File: src/rtl/curve25519_job_ctrl_if.sv
// Job, core and response signal bundle for curve25519_job_ctrl.
// The master side is the host/core environment; the slave side is the controller.
interface curve25519_job_ctrl_if;
  logic         job_valid;
  logic         job_ready;
  logic [255:0] job_scalar;
  logic [254:0] job_point;
  logic         core_start;
  logic [254:0] core_n;
  logic [254:0] core_q;
  logic         core_done;
  logic [254:0] core_out;
  logic         res_valid;
  logic         res_ready;
  logic [254:0] res_data;
  logic         res_err;
  logic         busy;

  modport master (
    output job_valid, job_scalar, job_point, core_done, core_out, res_ready,
    input  job_ready, core_start, core_n, core_q, res_valid, res_data, res_err, busy
  );

  modport slave (
    input  job_valid, job_scalar, job_point, core_done, core_out, res_ready,
    output job_ready, core_start, core_n, core_q, res_valid, res_data, res_err, busy
  );
endinterface

File: src/rtl/curve25519_job_ctrl.sv
// X25519 job front end: clamps the scalar, runs the core start/done handshake
// with a timeout, and returns the result on a valid/ready response port.
module curve25519_job_ctrl #(
  parameter bit          CLAMP          = 1'b1,
  parameter int unsigned TIMEOUT_CYCLES = 2097152,
  parameter int unsigned CNT_W          = 22
) (
  input logic                  clock,
  input logic                  reset,
  curve25519_job_ctrl_if.slave bus
);
  localparam int unsigned KEY_W = 255;
  localparam logic [CNT_W-1:0] CNT_LAST = CNT_W'(TIMEOUT_CYCLES - 1);

  typedef enum logic [1:0] {IDLE, START, WAIT, RESP} state_t;

  state_t           state, state_nxt;
  logic [CNT_W-1:0] cnt, cnt_nxt;
  logic [KEY_W-1:0] n_q, n_nxt, q_q, q_nxt, data_q, data_nxt;
  logic             err_q, err_nxt;
  logic             ready_q, start_q, valid_q, busy_q;
  logic [KEY_W-1:0] clamped_c;
  logic             unused_scalar_msb;

  // Bit 255 of the scalar never reaches the core.
  assign unused_scalar_msb = bus.job_scalar[255];

  always_comb begin
    if (CLAMP) clamped_c = {1'b1, bus.job_scalar[253:3], 3'b000};
    else       clamped_c = bus.job_scalar[254:0];
  end

  always_comb begin
    state_nxt = state;
    cnt_nxt   = cnt;
    n_nxt     = n_q;
    q_nxt     = q_q;
    data_nxt  = data_q;
    err_nxt   = err_q;
    unique case (state)
      IDLE: begin
        if (bus.job_valid && ready_q) begin
          n_nxt     = clamped_c;
          q_nxt     = bus.job_point;
          state_nxt = START;
        end
      end
      START: begin
        cnt_nxt   = '0;
        state_nxt = WAIT;
      end
      WAIT: begin
        // A completion in the last count cycle still wins over the timeout.
        if (bus.core_done) begin
          data_nxt  = bus.core_out;
          err_nxt   = 1'b0;
          state_nxt = RESP;
        end else if (cnt == CNT_LAST) begin
          data_nxt  = '0;
          err_nxt   = 1'b1;
          state_nxt = RESP;
        end else begin
          cnt_nxt = cnt + CNT_W'(1);
        end
      end
      RESP: begin
        if (bus.res_ready) state_nxt = IDLE;
      end
    endcase
  end

  // Outputs are registered from the next state so they line up with the state.
  always_ff @(posedge clock or posedge reset) begin
    if (reset) begin
      state   <= IDLE;
      cnt     <= '0;
      n_q     <= '0;
      q_q     <= '0;
      data_q  <= '0;
      err_q   <= 1'b0;
      ready_q <= 1'b1;
      start_q <= 1'b0;
      valid_q <= 1'b0;
      busy_q  <= 1'b0;
    end else begin
      state   <= state_nxt;
      cnt     <= cnt_nxt;
      n_q     <= n_nxt;
      q_q     <= q_nxt;
      data_q  <= data_nxt;
      err_q   <= err_nxt;
      ready_q <= (state_nxt == IDLE);
      start_q <= (state_nxt == START);
      valid_q <= (state_nxt == RESP);
      busy_q  <= (state_nxt != IDLE);
    end
  end

  assign bus.job_ready  = ready_q;
  assign bus.core_start = start_q;
  assign bus.core_n     = n_q;
  assign bus.core_q     = q_q;
  assign bus.res_valid  = valid_q;
  assign bus.res_data   = data_q;
  assign bus.res_err    = err_q;
  assign bus.busy       = busy_q;
endmodule

File: src/flat_wrapper.sv
// flat-port wrapper written by rule: the top's interface ports become plain ports
module curve25519_job_ctrl_flat 
#(
  parameter bit          CLAMP          = 1'b1,
  parameter int unsigned TIMEOUT_CYCLES = 2097152,
  parameter int unsigned CNT_W          = 22
)
  (clock, reset, bus_job_valid, bus_job_scalar, bus_job_point, bus_core_done, bus_core_out, bus_res_ready, bus_job_ready, bus_core_start, bus_core_n, bus_core_q, bus_res_valid, bus_res_data, bus_res_err, bus_busy);
  curve25519_job_ctrl_if bus_i ();
  input logic clock;
  input logic reset;
  input wire logic [$bits(bus_i.job_valid)-1:0] bus_job_valid;
  input wire logic [$bits(bus_i.job_scalar)-1:0] bus_job_scalar;
  input wire logic [$bits(bus_i.job_point)-1:0] bus_job_point;
  input wire logic [$bits(bus_i.core_done)-1:0] bus_core_done;
  input wire logic [$bits(bus_i.core_out)-1:0] bus_core_out;
  input wire logic [$bits(bus_i.res_ready)-1:0] bus_res_ready;
  output wire logic [$bits(bus_i.job_ready)-1:0] bus_job_ready;
  output wire logic [$bits(bus_i.core_start)-1:0] bus_core_start;
  output wire logic [$bits(bus_i.core_n)-1:0] bus_core_n;
  output wire logic [$bits(bus_i.core_q)-1:0] bus_core_q;
  output wire logic [$bits(bus_i.res_valid)-1:0] bus_res_valid;
  output wire logic [$bits(bus_i.res_data)-1:0] bus_res_data;
  output wire logic [$bits(bus_i.res_err)-1:0] bus_res_err;
  output wire logic [$bits(bus_i.busy)-1:0] bus_busy;
  assign bus_i.job_valid = bus_job_valid;
  assign bus_i.job_scalar = bus_job_scalar;
  assign bus_i.job_point = bus_job_point;
  assign bus_i.core_done = bus_core_done;
  assign bus_i.core_out = bus_core_out;
  assign bus_i.res_ready = bus_res_ready;
  assign bus_job_ready = bus_i.job_ready;
  assign bus_core_start = bus_i.core_start;
  assign bus_core_n = bus_i.core_n;
  assign bus_core_q = bus_i.core_q;
  assign bus_res_valid = bus_i.res_valid;
  assign bus_res_data = bus_i.res_data;
  assign bus_res_err = bus_i.res_err;
  assign bus_busy = bus_i.busy;
  curve25519_job_ctrl #(.CLAMP(CLAMP), .TIMEOUT_CYCLES(TIMEOUT_CYCLES), .CNT_W(CNT_W)) u_core (.clock(clock), .reset(reset), .bus(bus_i));
endmodule
File: config.mk
export PLATFORM = sky130hd
export DESIGN_NAME = curve25519_job_ctrl_flat
export DESIGN_NICKNAME = d
export VERILOG_FILES = /design/src/rtl/curve25519_job_ctrl_if.sv /design/src/rtl/curve25519_job_ctrl.sv /design/src/flat_wrapper.sv
export SDC_FILE = /design/constraint.sdc
export NUM_CORES = 2
export LEC_CHECK = 0
export CAP_MARGIN = 20
export CORE_AREA = 4 4 603 605
export DETAILED_ROUTE_END_ITERATION = 7
export DIE_AREA = 0 0 607 609
export GPL_ROUTABILITY_DRIVEN = 0
export PLACE_DENSITY = 0.31
export REMOVE_ABC_BUFFERS = 1
export SLEW_MARGIN = 20
export SYNTH_ARGS = -nofsm -noshare
export SYNTH_HDL_FRONTEND = slang
export SYNTH_SLANG_ARGS = --single-unit
File: constraint.sdc
create_clock -name clock -period 28.4 [get_ports clock]
set_input_delay 5.68 -clock clock [delete_from_list [all_inputs] [get_ports clock]]
set_output_delay 5.68 -clock clock [all_outputs]
set_load 0.01 [all_outputs]
==> impl_metrics.ini <==
[synthesis]
synth.distinct_cells = 48
ys_warn_count = 0
synth_seq_cells = 791
syn-cell-area_sq_um = 29300
postSynthAreaPerCell_sq_um = 10.2
synth-seq-area-share_pct = 67.5
ys_async_sr_fraction_pct = 100
synth_edf_count = 0
ys.flop_type = dfrtp_1
synthCells = 2871

[global_route]
track_usage_pct = 12.9
grt_max_degree = 171
antenna_found_initial = 124
grt_overflow = 0
grt_pass1_wl_um = 316000
first_global_vias = 29000

[flow_run]
maxCapViolCount = 0

[clock_tree]
clockRootBuffer = clkbuf_16
ctsResizeCount = 0
postCtsSetupBuffers = 0
cts_sinks = 791
cts_tree = done
clock_path_buffers = 4
clk_pin_slew_ns = 0.06
htree_levels = 3
clk_latency_ns = 0.87
postCtsHoldBufs = 0
cts_buffers = 119

[detailed_routing]
route.met3.wl_um = 18000
drc = 0
ant_nets = 0
first_pass_iters = 5
drt_iter0_drc = 1500
viasPerCell = 2.97
wl_met1_um = 90200
wl_met2_um = 133000
routed_wirelength_um = 248000
highest_layer = met5
wl_per_cell_um = 26.8
vias = 27500

[placement]
dp_hpwl_um = 201000
pre_cts_ws_ns = 18.00
placed_area_sq_um = 50200
port_buffers = 1532

[critical_path]
required_ns = 29.17
start_kind = primary input
path_max_fanout = 90
worstSetupPathType = primary input to flip-flop
critPathArrivalTime_ns = 10.06
crit_path_end_kind = flip-flop

[floorplanning]
start_util_pct = 8.19
fp.dieH_um = 609
ios = 1541
die_w_um = 607
core_sq_um = 358000
rows = 220
dieArea_sq_um = 370000

[timing]
finalSetupViolations = 0
fin_worst_skew_ns = 0.0658
grt_setup_unrepaired = no
slew_violations = 0
fmax_mhz = 108
finalHoldViolations = 0
relSlewSlack_pct = 18.2
period_share_pct = 32.7
worst_slack_ns = 19.11
tightestPinTransition_ns = 1.23
hold_slack_ns = 0.471
min_period_ns = 9.29

[cells_and_area]
finalInstanceArea_sq_um = 54300
fillers = 40000
area_growth_pct = 85.2
finalNetCount = 5151
drive_gt1_share_pct = 5.35

[power_and_ir_drop]
totalPowerFinal_w = 0.00640
pwr-share-clk_pct = 24.7
p_comb_share_pct = 43.7
p_switching_w = 0.00250
p_leak_nw = 23.7
switching_share_pct = 39.1
ir_worst_vdd_uv = 47.1
power.density_nw_per_um2 = 118
seq_power_share_pct = 31.6
p_int_w = 0.00390

[hold_path]
hold_path.class = flip-flop to flip-flop

[run_status]
status = completed
final cells by class:
type                       instances  area, sq um  share of cell area, %
antenna                           13         32.5                 0.0599
timing repair buffer            1563        15700                   28.8
clock inverter                    43          599                   1.10
clock buffer                     168         3430                   6.32
sequential                       791        19800                   36.5
multi-input combinational       1897         8770                   16.2
tap                             4773         5970                   11.0
inverter                           7         41.3                 0.0760
through the flow:
stage / instances / utilization, % / TNS, ns
2_1_floorplan: 2695 / - / -578.49
3_3_place_gp: 9030 / 14.0 / 0
3_5_place_dp: 9030 / 14.0 / 0
4_1_cts: 9241 / 15.1 / 0
5_1_grt: 9243 / 15.2 / 0
6_report: 9255 / 15.2 / 0
registers in the layout (all words and copies together) (netlist names):
register and count:
u_core.state 2, u_core.bus.job_ready 1, u_core.bus.core_q 255, u_core.bus.busy 1
u_core.bus.core_n 252, u_core.bus.core_start 1, u_core.cnt 22, u_core.bus.res_valid 1
u_core.bus.res_data 255, u_core.bus.res_err 1
critical path, cell delays in order:
cell and delay (ns):
clkdlybuf4s50_1 0.86, inv_1 0.16, nor2_4 0.18, buf_6 0.63, buf_4 0.74, buf_4 0.65, buf_4 0.72, a22o_1 0.26
synthesized netlist by cell type (3+ instances only):
cell type  instances  area (sq um)
o211ai_1           5          37.5
a22o_1           255          2230
nor3_1             6          30.0
buf_6              3          33.8
inv_1              6          22.5
nor4_1             5          31.3
nor2_1             8          30.0
nand2_1         1536          5770
buf_4              3          22.5
and3_1             6          37.5
nand4_1            6          37.5
clkbuf_1         114           428
nand3_1           10          50.1
buf_2             40           200
buf_1             18          67.6
dfrtp_1          790         19800
or4_1              3          22.5
a21oi_1            3          15.0
mux2i_1            9          90.1
nand2b_1           6          37.5
o21ai_0            4          20.0
logic make-up after synthesis:
kind of cell    synth area share [%]
compound gates                  8.25
simple gates                    21.2
mux                            0.307
fa+ha+maj                     0.0427
xor+xnor                      0.0299
flops                           67.5
other cells                   0.0128
buf+inv                         2.65
power groups by stage:
stage / sequential [W] / combinational, W / clock (W)
final: 0.00202 / 0.00280 / 0.00158
after global routing: 0.00209 / 0.00300 / 0.00169
after CTS: 0.00203 / 0.00297 / 0.00166
after detailed placement: 0.00203 / 0.00294 / 0
after global placement: 0.00203 / 0.00297 / 0
after floorplan: 0.00222 / 0.000652 / 0
layer usage:
metal  track usage, %  vias to the layer above
li1                 -                    12300
met1             13.7                    13800
met2             24.4                     1013
met3             4.05                      372
met4             2.87                       76
met5                0                        -
placed cells by master (no fill, tap or decap), types with 3 or more instances in the layout:
master / instances
nand2b_1: 6
clkbuf_8: 27
bufinv_16: 13
nand3_1: 9
mux2i_1: 9
inv_1: 5
clkbuf_1: 22
conb_1: 3
nor4_1: 5
buf_4: 23
clkinvlp_4: 6
clkinv_2: 18
dfrtp_1: 790
clkbuf_16: 119
nand2_1: 1536
o21ai_0: 4
diode_2: 13
and3_1: 6
nand4_1: 6
buf_12: 5
or4_1: 3
o211ai_1: 5
inv_6: 3
a22o_1: 255
a21oi_1: 3
nor3_1: 6
nor2_1: 7
clkdlybuf4s50_1: 1532
worst paths after layout:
kind / startpoint / endpoint / slack, ns / cells after the start
max: bus_core_done / u_core.bus.res_data[1] / 19.11 / 8
min: u_core.bus.core_q[15] / u_core.bus.core_q[15] / 0.47 / 2
max reg2reg: u_core.state[0] / u_core.bus.core_q[43] / 24.06 / 7
min reg2reg: u_core.bus.core_q[15] / u_core.bus.core_q[15] / 0.47 / 2
max in group asynchronous: reset / u_core.bus.core_q[192] / 19.57 / 6
min in group asynchronous: reset / u_core.bus.res_data[104] / 5.31 / 2
(Power assumes the default switching activity.)
